--- src/rtl/reversi_pkg.sv ---
// Shared definitions for the reversi board renderer.
//   - Cell codes stored 3 bits per cell in the board vector.
//   - 3-bit RGB colours used by the renderer.
//   - State encoding of the drawer FSM.
package reversi_pkg;

  // Cell codes
  localparam logic [2:0] CELL_EMPTY  = 3'b000;
  localparam logic [2:0] CELL_ENABLE = 3'b100;
  localparam logic [2:0] CELL_WHITE  = 3'b110;
  localparam logic [2:0] CELL_BLACK  = 3'b111;

  // Pixel colours, {R,G,B}
  localparam logic [2:0] COL_GRID  = 3'b001;
  localparam logic [2:0] COL_FELT  = 3'b010;
  localparam logic [2:0] COL_WHITE = 3'b111;
  localparam logic [2:0] COL_BLACK = 3'b000;
  localparam logic [2:0] COL_MARK  = 3'b110;
  localparam logic [2:0] COL_ERR   = 3'b100;

  typedef enum logic [1:0] {
    IDLE = 2'd0,
    DRAW = 2'd1,
    FIN  = 2'd2
  } draw_state_t;

endpackage

--- src/rtl/board_drawer_if.sv ---
// Board-drawer bus: board snapshot request in, pixel stream out.
//   board_result : 192-bit board, cell i at [3i+2:3i]
//   start        : one-cycle redraw request
//   vga_x/vga_y  : pixel coordinates (8 b / 7 b)
//   vga_colour   : 3-bit RGB
//   plot         : pixel write strobe
//   busy         : frame in progress
//   done         : one-cycle pulse after the last pixel
// Modports: master drives the request (board FSM / bench), slave is the drawer.
interface board_drawer_if;
  logic [191:0] board_result;
  logic         start;
  logic [7:0]   vga_x;
  logic [6:0]   vga_y;
  logic [2:0]   vga_colour;
  logic         plot;
  logic         busy;
  logic         done;

  modport master (
    output board_result, start,
    input  vga_x, vga_y, vga_colour, plot, busy, done
  );

  modport slave (
    input  board_result, start,
    output vga_x, vga_y, vga_colour, plot, busy, done
  );
endinterface

--- src/rtl/cell_pixel_colour.sv ---
// Colour of one pixel inside a board cell.
//   code   : 3-bit cell code of the cell being drawn
//   sx, sy : pixel position inside the cell (0..CELL-1)
//   colour : 3-bit RGB result
// Rules are evaluated in priority order: grid line, disc, move marker,
// invalid-code fill, felt.
module cell_pixel_colour
  import reversi_pkg::*;
#(
  parameter int CELL = 12,
  localparam int SW = $clog2(CELL)
) (
  input  logic [2:0]    code,
  input  logic [SW-1:0] sx,
  input  logic [SW-1:0] sy,
  output logic [2:0]    colour
);

  localparam logic [SW-1:0] DISC_LO = SW'(2);
  localparam logic [SW-1:0] DISC_HI = SW'(CELL - 3);
  localparam logic [SW-1:0] MARK_LO = SW'(CELL / 2 - 1);
  localparam logic [SW-1:0] MARK_HI = SW'(CELL / 2);

  logic in_disc;
  logic in_mark;
  logic invalid;

  assign in_disc = (sx >= DISC_LO) && (sx <= DISC_HI) &&
                   (sy >= DISC_LO) && (sy <= DISC_HI);
  assign in_mark = (sx >= MARK_LO) && (sx <= MARK_HI) &&
                   (sy >= MARK_LO) && (sy <= MARK_HI);
  assign invalid = !(code inside {CELL_EMPTY, CELL_ENABLE, CELL_WHITE, CELL_BLACK});

  // NOTE: colour gets a default before the priority chain so no path leaves
  // it unassigned; otherwise a latch would be inferred.
  always_comb begin
    colour = COL_FELT;
    if (sx == '0 || sy == '0)                colour = COL_GRID;
    else if (in_disc && code == CELL_WHITE)  colour = COL_WHITE;
    else if (in_disc && code == CELL_BLACK)  colour = COL_BLACK;
    else if (in_mark && code == CELL_ENABLE) colour = COL_MARK;
    else if (invalid)                        colour = COL_ERR;
  end

endmodule

--- src/rtl/board_drawer.sv ---
// Raster renderer for the 8x8 reversi board on a 160x120 VGA adapter.
//   clk    : system clock
//   resetn : synchronous reset, active HIGH despite the name
//   bus    : board_drawer_if.slave (board_result/start in, pixel stream out)
// On start the board is snapshotted and 64*CELL*CELL pixels are emitted
// back-to-back in row-major screen order, followed by a one-cycle done.
module board_drawer
  import reversi_pkg::*;
#(
  parameter int ORIGIN_X = 32,
  parameter int ORIGIN_Y = 12,
  parameter int CELL     = 12
) (
  input  logic          clk,
  input  logic          resetn,
  board_drawer_if.slave bus
);

  localparam int SW = $clog2(CELL);
  localparam logic [SW-1:0] S_MAX  = SW'(CELL - 1);
  localparam logic [7:0]    OX     = 8'(ORIGIN_X);
  localparam logic [6:0]    OY     = 7'(ORIGIN_Y);
  localparam logic [7:0]    CELL_X = 8'(CELL);
  localparam logic [6:0]    CELL_Y = 7'(CELL);

  draw_state_t   state;
  logic [191:0]  snap;
  logic [2:0]    cy, cx;
  logic [SW-1:0] sy, sx;

  logic [7:0] vga_x_q;
  logic [6:0] vga_y_q;
  logic [2:0] colour_q;
  logic       plot_q, busy_q, done_q;

  // Counters hold the pixel currently on the outputs; the next pixel is
  // computed here so its colour can be registered on the same edge.
  logic [2:0]    ncy, ncx;
  logic [SW-1:0] nsy, nsx;
  logic          last_pix;
  logic [7:0]    bit_base;
  logic [2:0]    ncode;
  logic [2:0]    ncolour;
  logic [7:0]    nx;
  logic [6:0]    ny;

  always_comb begin
    nsx = sx + 1'b1;
    ncx = cx;
    nsy = sy;
    ncy = cy;
    if (sx == S_MAX) begin
      nsx = '0;
      if (cx == 3'd7) begin
        ncx = '0;
        if (sy == S_MAX) begin
          nsy = '0;
          ncy = cy + 3'd1;
        end else begin
          nsy = sy + 1'b1;
        end
      end else begin
        ncx = cx + 3'd1;
      end
    end
  end

  assign last_pix = (cy == 3'd7) && (cx == 3'd7) && (sy == S_MAX) && (sx == S_MAX);
  assign bit_base = 8'({ncy, ncx}) * 8'd3;
  assign ncode    = snap[bit_base +: 3];
  assign nx       = OX + CELL_X * 8'(ncx) + 8'(nsx);
  assign ny       = OY + CELL_Y * 7'(ncy) + 7'(nsy);

  cell_pixel_colour #(.CELL(CELL)) u_colour (
    .code   (ncode),
    .sx     (nsx),
    .sy     (nsy),
    .colour (ncolour)
  );

  // NOTE: all state is updated with non-blocking assignments so every
  // register samples pre-edge values regardless of statement order.
  // NOTE: snap is pure data reloaded on every start, so it is left out of
  // the reset branch.
  always_ff @(posedge clk) begin
    if (resetn) begin
      state    <= IDLE;
      cy       <= '0;
      cx       <= '0;
      sy       <= '0;
      sx       <= '0;
      vga_x_q  <= '0;
      vga_y_q  <= '0;
      colour_q <= '0;
      plot_q   <= 1'b0;
      busy_q   <= 1'b0;
      done_q   <= 1'b0;
    end else begin
      case (state)
        IDLE: begin
          done_q <= 1'b0;
          if (bus.start) begin
            snap  <= bus.board_result;
            cy    <= '0;
            cx    <= '0;
            sy    <= '0;
            sx    <= '0;
            state <= DRAW;
            // First pixel sits on the top-left grid corner, so its colour
            // does not depend on the board being latched this edge.
            vga_x_q  <= OX;
            vga_y_q  <= OY;
            colour_q <= COL_GRID;
            plot_q   <= 1'b1;
            busy_q   <= 1'b1;
          end
        end
        DRAW: begin
          if (last_pix) begin
            state  <= FIN;
            plot_q <= 1'b0;
            busy_q <= 1'b0;
            done_q <= 1'b1;
          end else begin
            cy       <= ncy;
            cx       <= ncx;
            sy       <= nsy;
            sx       <= nsx;
            vga_x_q  <= nx;
            vga_y_q  <= ny;
            colour_q <= ncolour;
          end
        end
        FIN: begin
          done_q <= 1'b0;
          state  <= IDLE;
        end
        default: state <= IDLE;
      endcase
    end
  end

  assign bus.vga_x      = vga_x_q;
  assign bus.vga_y      = vga_y_q;
  assign bus.vga_colour = colour_q;
  assign bus.plot       = plot_q;
  assign bus.busy       = busy_q;
  assign bus.done       = done_q;

endmodule

--- src/flat_wrapper.sv ---
// flat-port wrapper written by rule: the top's interface ports become plain ports
module board_drawer_flat import reversi_pkg::*;
#(
  parameter int ORIGIN_X = 32,
  parameter int ORIGIN_Y = 12,
  parameter int CELL     = 12
)
  (clk, resetn, bus_board_result, bus_start, bus_vga_x, bus_vga_y, bus_vga_colour, bus_plot, bus_busy, bus_done);
  board_drawer_if bus_i ();
  input  logic clk;
  input  logic resetn;
  input wire logic [$bits(bus_i.board_result)-1:0] bus_board_result;
  input wire logic [$bits(bus_i.start)-1:0] bus_start;
  output wire logic [$bits(bus_i.vga_x)-1:0] bus_vga_x;
  output wire logic [$bits(bus_i.vga_y)-1:0] bus_vga_y;
  output wire logic [$bits(bus_i.vga_colour)-1:0] bus_vga_colour;
  output wire logic [$bits(bus_i.plot)-1:0] bus_plot;
  output wire logic [$bits(bus_i.busy)-1:0] bus_busy;
  output wire logic [$bits(bus_i.done)-1:0] bus_done;
  assign bus_i.board_result = bus_board_result;
  assign bus_i.start = bus_start;
  assign bus_vga_x = bus_i.vga_x;
  assign bus_vga_y = bus_i.vga_y;
  assign bus_vga_colour = bus_i.vga_colour;
  assign bus_plot = bus_i.plot;
  assign bus_busy = bus_i.busy;
  assign bus_done = bus_i.done;
  board_drawer #(.ORIGIN_X(ORIGIN_X), .ORIGIN_Y(ORIGIN_Y), .CELL(CELL)) u_core (.clk(clk), .resetn(resetn), .bus(bus_i));
endmodule
--- config.mk ---
export PLATFORM = sky130hd
export DESIGN_NAME = board_drawer_flat
export DESIGN_NICKNAME = d
export VERILOG_FILES = /design/src/rtl/reversi_pkg.sv /design/src/rtl/board_drawer_if.sv /design/src/rtl/cell_pixel_colour.sv /design/src/rtl/board_drawer.sv /design/src/flat_wrapper.sv
export SDC_FILE = /design/constraint.sdc
export NUM_CORES = 1
export LEC_CHECK = 0
export ABC_AREA = 1
export CORE_MARGIN = 8
export CORE_UTILIZATION = 51
export DETAILED_ROUTE_END_ITERATION = 7
export PLACE_DENSITY = 0.89
export RECOVER_POWER = 25
export SLEW_MARGIN = 40
export SYNTH_ARGS = -nofsm -noshare
export SYNTH_HDL_FRONTEND = slang
export SYNTH_SLANG_ARGS = --single-unit
--- constraint.sdc ---
create_clock -name clk -period 12.58 [get_ports clk]
set_clock_uncertainty 0.15 [all_clocks]
set_input_delay 1.887 -clock clk [delete_from_list [all_inputs] [get_ports clk]]
set_output_delay 1.887 -clock clk [all_outputs]
set_load 0.005 [all_outputs]
==> results.json, run 1 <==
{
  "vias": 8074,
  "fp.dieArea_um2": 25000,
  "synth_top_area_share_pct": 56.0,
  "worstSetupEndpointType": "flip-flop",
  "finalSetupViolations": 0,
  "syn_to_final_growth_pct": 30.0,
  "powerDensity_nw_per_um2": 123,
  "path_class": "in -> reg",
  "yosysSeqAreaShare_pct": 62.3,
  "coreArea_um2": 20000,
  "cp_common_cell": "buf_4",
  "timing.final.ws_setup_ps": 8500,
  "outcome": "finished clean",
  "drt_iter0_drc": 679,
  "clkLatencyLatePin_ps": 540,
  "grt_pass1_vias": 8288,
  "cts_tree": "built",
  "slew_headroom_pct": 44.5,
  "dp.cells": 1495,
  "fp.dieW_um": 158,
  "seqPwrFrac_pct": 51.5,
  "cts_setup_buffers": 0,
  "cts.sinks": 224,
  "post_cts_resize_count": 0,
  "clockBufferDepth": 3,
  "path_clk_slew_ps": 60,
  "synth_ff_type": "edfxtp_1",
  "grt_pass1_wl_um": 43100,
  "dp_hpwl_um": 19200,
  "reg2reg_slack_ps": 8630,
  "worstSetupStartpointType": "input pin",
  "cpMaxStageDelayCell": "buf_6",
  "fin_cells": 1547,
  "place_ws_ps": 8000,
  "syn_area_um2": 10300,
  "synth_top_cells_by_area": "edfxtp_1 (56%), nand2_1 (12%), nand3_1 (7.9%)",
  "async_flop_share_pct": 0,
  "synth_cells": 1050,
  "initial_core_util_pct": 51.3,
  "numCtsBuffers": 25,
  "p_leak_uw": 0.00548,
  "grt_start_max_net_pins": 107,
  "synth-seq-cells": 224,
  "critPathTopFamily": "buffers and inverters",
  "yosys_warnings": 0,
  "cts_hold_buf": 0,
  "synth.avg_cell_area_um2": 9.80,
  "core.rowCount": 52,
  "synth.largest_area_cell": "edfxtp_1",
  "period_needed_ps": 4080,
  "p_clk_share_pct": 41.6,
  "htreeDepth": 1,
  "ys_top_cells_by_count": "nand2_1 (319), edfxtp_1 (192), inv_1 (163), nand3_1 (162), dfxtp_1 (32)",
  "dr.pass1.iters": 5,
  "nets": 1468,
  "p_int_uw": 1290,
  "gp_congestion": 0.845,
  "layout-drive-gt1-share_pct": 5.35,
  "cp_max_fo": 92,
  "overflow": 0,
  "wire_per_inst_um": 18.3,
  "final_core_util_pct": 66.7,
  "hp-start": "u_core.bus.vga_x[3]",
  "crit-reg2reg-launch": "u_core.bus.vga_x[0]",
  "combinationalPowerShare_pct": 6.9,
  "synth_fp_nets": 1266,
  "tightestPinTransition_ps": 832,
  "drc": 0,
  "p_switching_uw": 357,
  "fill_cells": 1551,
  "synth_edf_count": 192,
  "max_freq_mhz": 245,
  "numPortBuffers": 215,
  "rr_worst_depth": 16,
  "grt_antenna_before_repair": 6,
  "crit_path_max_incr_delay_ps": 720,
  "drv_cap": 0,
  "routed_wl_um": 28300,
  "path_depth": 5,
  "synthMostInstantiatedCell": "nand2_1",
  "path_cells": "clkdlybuf4s50_1 > buf_4 > nor2_4 > buf_4 > buf_6",
  "fp.dieH_um": 158,
  "hold_class": "reg -> reg",
  "tns_ps": 0,
  "cts-root-buf": "clkbuf_16",
  "drv_slew": 0,
  "viasPerCell": 5.22,
  "cp.arrival_ps": 4080,
  "cp.required_ps": 12580,
  "sw_frac_of_total_pct": 21.6,
  "finalHoldViolCount": 0,
  "p_total_uw": 1650,
  "hold_depth": 2,
  "rsz0062_at_grt": "false",
  "ios": 216,
  "track_usage_pct": 22.5,
  "r2r_end": "u_core.bus.vga_y[5]",
  "final_min_period_over_clock_period_pct": 32.5,
  "ant_nets": 0,
  "synth_cell_types": 39,
  "ir_drop_mv": 0.122,
  "crit_buf_inv": 4,
  "hold_end": "u_core.bus.vga_x[3]"
}
-- layer usage --
| metal | routed length, um | GRT usage (%) | share of wire, % | vias to the layer above |
|---|---|---|---|---|
| met5 | 0 | 0 | 0 | - |
| met4 | 966 | 8.53 | 3.4 | 0 |
| met3 | 2070 | 4.53 | 7.3 | 70 |
| met2 | 14400 | 39.5 | 51 | 345 |
| met1 | 10800 | 26.7 | 38 | 3823 |
| li1 | - | - | - | 3836 |
-- power by group through the flow --
stage	clock network, uW	logic [uW]	registers, uW
global placement	0	115	864
CTS	695	120	850
detailed placement	0	119	866
finish	686	113	850
floorplan	0	38.1	872
global route	728	122	852
-- sequential cells by signal, summed over array words and instances, names as in the netlist --
register and cells:
u_core.cx 3, u_core.bus.done 1, u_core.snap 192, u_core.bus.vga_colour 3, u_core.bus.vga_y 7, u_core.bus.plot 1, u_core.state 2, u_core.sy 2
u_core.bus.vga_x 8, u_core.cy 3, u_core.sx 2
-- worst min-delay path, stage by stage, from the launching register on --
cell and delay (ps):
dfxtp_1 310, nand2_1 60, a21oi_1 50
-- worst max-delay path by stage --
stage,startpoint,endpoint,slack (ps)
finish,resetn,u_core.snap[15],8500
global route,u_core.bus.vga_x[0],u_core.bus.vga_y[5],8360
CTS,resetn,u_core.snap[85],8540
detailed placement,resetn,u_core.snap[117],8000
global placement,resetn,u_core.snap[114],7810
floorplan,resetn,u_core.snap[0],1580
-- stage by stage --
step	hold slack [ps]	cell area, um^2
finish	312	13400
detailed placement	307	12600
floorplan	303	10300
global route	337	13400
global placement	297	12600
CTS	315	13400
-- kinds of logic (layout without fill, tap and decap cells) --
logic type	after synthesis	in the layout	synth area share (%)
simple gates	525	525	21.9
flops	224	224	62.3
buf+inv	217	438	9.07
compound gates	59	59	3.37
fa+ha+maj	21	21	2.85
xor+xnor	4	4	0.523
other cells	0	6	0
-- cell usage in the layout, fill, tap and decap left out, types with 2 or more instances in the layout --
cell             instances
clkbuf_1                 6
dfxtp_1                 32
clkinvlp_4               3
o21ai_1                  3
ha_1                    17
nand2_2                  2
o21ai_0                 11
nor2_4                   2
o21ai_4                  3
edfxtp_1               192
nor3_1                   7
dlygate4sd3_1          109
nand4_1                  2
clkinv_1                 9
inv_2                    6
or2_1                    2
a21oi_1                 29
clkdlybuf4s50_1        106
o21ai_2                  2
inv_1                  163
diode_2                  6
clkbuf_16               25
nand2_8                  2
or2_2                    5
nand3_1                162
o211ai_1                 6
xor2_1                   2
fa_1                     4
nor2_1                  17
buf_4                    6
nand2_1                319
-- layout make-up --
type / count / area (um^2) / area share [%]
flip-flops and latches: 224 / 6410 / 47.9
multi-input cells: 609 / 3000 / 22.5
repair buffers: 222 / 2210 / 16.5
clock buffers: 31 / 648 / 4.85
inverters: 170 / 638 / 4.77
well taps: 270 / 338 / 2.53
clock inverters: 15 / 119 / 0.889
diodes: 6 / 15.0 / 0.112
(Power assumes the default switching activity.)
==> run 2: changes to the inputs <==
--- a/config.mk
+++ b/config.mk
@@ -7,9 +7,9 @@
 export LEC_CHECK = 0
 export ABC_AREA = 1
 export CORE_MARGIN = 8
-export CORE_UTILIZATION = 51
+export CORE_UTILIZATION = 46
 export DETAILED_ROUTE_END_ITERATION = 7
-export PLACE_DENSITY = 0.89
+export PLACE_DENSITY = 0.85
 export RECOVER_POWER = 25
 export SLEW_MARGIN = 40
 export SYNTH_ARGS = -nofsm -noshare
==> constraint.sdc (replaced) <==
create_clock -name clk -period 3.5 [get_ports clk]
set_clock_uncertainty 0.15 [all_clocks]
set_input_delay 0.525 -clock clk [delete_from_list [all_inputs] [get_ports clk]]
set_output_delay 0.525 -clock clk [all_outputs]
set_load 0.005 [all_outputs]
==> run 2 against run 1 <==
Effect of this change:
- die area is 9.7% higher
- sequential share of layout area is 1.0 points lower
- critical path depth grew 11
- count of clock-buffer cells in the layout down 1
- cell area rose by 2.2%
- critical endpoint is now u_core.bus.vga_y[5]
==> results.json, run 2 (synthesized netlist as in run 1, its figures left out) <==
{
  "outcome": "finished clean",
  "crit-reg2reg-launch": "u_core.cx[0]",
  "drv_cap": 0,
  "ios": 216,
  "cp.required_ps": 3740,
  "largest_reg_flops": 192,
  "critPathTopFamily": "adder cells",
  "cpMaxStageDelayCell": "fa_1",
  "hold_end": "u_core.bus.done",
  "grt_use_met2_pct": 36.3,
  "top_register": "u_core.snap",
  "grt_pass1_wl_um": 43400,
  "cts_tree": "built",
  "path_class": "reg -> reg",
  "p_int_uw": 4800,
  "p_leak_uw": 0.00563,
  "numCtsBuffers": 25,
  "crit_buf_inv": 5,
  "final_core_util_pct": 62.4,
  "p_clk_share_pct": 42.9,
  "cts-root-buf": "clkbuf_16",
  "fp.dieArea_um2": 27400,
  "rr_worst_depth": 16,
  "dp_hpwl_um": 20200,
  "tightestPinTransition_ps": 762,
  "initial_core_util_pct": 47.0,
  "fill_cells": 1739,
  "hold_class": "reg -> reg",
  "seqPwrFrac_pct": 50.2,
  "slew_headroom_pct": 49.2,
  "final_common_cell": "nand2_1",
  "max_freq_mhz": 300,
  "hp-start": "u_core.bus.done",
  "grt_pass1_vias": 8319,
  "coreArea_um2": 21900,
  "p_switching_uw": 1280,
  "period_needed_ps": 3340,
  "wire_per_inst_um": 18.0,
  "grt_antenna_before_repair": 4,
  "vias": 8057,
  "fp.dieH_um": 166,
  "track_usage_pct": 20.3,
  "finalHoldViolCount": 0,
  "ir_drop_mv": 0.424,
  "htreeDepth": 1,
  "path_clk_slew_ps": 60,
  "multiInputGateArea_um2": 3000,
  "clockBufferDepth": 3,
  "path_cells": "ha_1 > ha_1 > inv_2 > nor2_4 > nand2_4 > inv_2 > or2_1 > o21ai_2 > inv_2 > buf_4 > fa_1 > inv_1 > fa_1 > or2_2 > nand3_1 > a21oi_1",
  "drv_slew": 0,
  "drt_iter0_drc": 618,
  "final_min_period_over_clock_period_pct": 95.4,
  "worstSetupStartpointType": "flip-flop",
  "hold_ws_ps": 310,
  "dp.cells": 1523,
  "fp.dieW_um": 166,
  "cp.arrival_ps": 3580,
  "grt.busiest_layer": "met2",
  "drc": 0,
  "p_total_uw": 6080,
  "use_met3_pct": 4.24,
  "worstSetupEndpointType": "flip-flop",
  "sw_frac_of_total_pct": 21.1,
  "cp_common_cell": "inv_2",
  "core.rowCount": 54,
  "overflow": 0,
  "reg2reg_slack_ps": 160,
  "combinationalPowerShare_pct": 6.9,
  "syn_to_final_growth_pct": 32.8,
  "finalSetupViolations": 0,
  "routed_wl_um": 28400,
  "cts.sinks": 224,
  "viasPerCell": 5.11,
  "hold_depth": 2,
  "ant_nets": 0,
  "dr.pass1.iters": 5,
  "grt_start_max_net_pins": 67,
  "crit_path_max_incr_delay_ps": 570,
  "gp_congestion": 0.839,
  "powerDensity_nw_per_um2": 445,
  "nets": 1488,
  "fin_cells": 1577,
  "regArea_um2": 6410,
  "cp_max_fo": 9,
  "mostFrequentLayoutCells": "nand2_1 (319), edfxtp_1 (192), nand3_1 (162), inv_1 (161), dlygate4sd3_1 (109)",
  "met1_usage_pct": 24.0,
  "rsz0062_at_grt": "false",
  "clkLatencyLatePin_ps": 540,
  "r2r_end": "u_core.bus.vga_y[5]",
  "numPortBuffers": 215,
  "layout-drive-gt1-share_pct": 7.67
}
## run 2: per-stage QoR
step,instance area [um^2],TNS (ps),setup slack (ps)
after floorplan,10300,-110020,-571
after global placement,12800,0,191
after detailed placement,12800,0,58.6
after CTS,13600,0,31.8
after global routing,13700,0,7.01
final,13700,0,162
## run 2: per-layer routing
metal / share of wire (%) / up-vias
met3: 6.6 / 66
met5: 0.046 / -
met2: 51 / 303
met1: 39 / 3813
li1: - / 3873
met4: 3.4 / 2
## run 2: cell type report
type,instances,area share [%]
clock buffers,30,4.72
well taps,280,2.56
repair buffers,242,17.9
flip-flops and latches,224,46.9
diodes,6,0.110
multi-input cells,609,21.9
clock inverters,16,1.25
inverters,170,4.67
## run 2: worst max-delay path by stage
stage	cells after the start	slack, ps	start	to
after floorplan	2	-570	resetn	u_core.snap[0]
after global placement	16	190	u_core.cx[0]	u_core.bus.vga_y[5]
after detailed placement	18	60	u_core.bus.vga_y[0]	u_core.bus.vga_y[5]
after CTS	18	30	u_core.bus.vga_y[0]	u_core.bus.vga_y[5]
after global routing	19	7	u_core.bus.vga_x[1]	u_core.bus.vga_colour[2]
final	16	160	u_core.cx[0]	u_core.bus.vga_y[5]
## run 2: tightest hold or removal path, stage by stage, from the launching register on
cell and delay (ps):
dfxtp_1 310, nand2_1 50, a21oi_1 50
## run 2: what timing repair did
item | CTS | global route
endpoints found under the setup margin | 0 | 4
hold buffers | 0 | 0
gates resized for setup | 0 | 6
buffers inserted | 0 | 2
## run 2: power by group through the flow
stage	clock network [uW]	logic, uW	registers, uW
after floorplan	0	140	3110
after global placement	0	431	3100
after detailed placement	0	442	3110
after CTS	2640	445	3050
after global routing	2750	454	3060
final	2610	419	3050
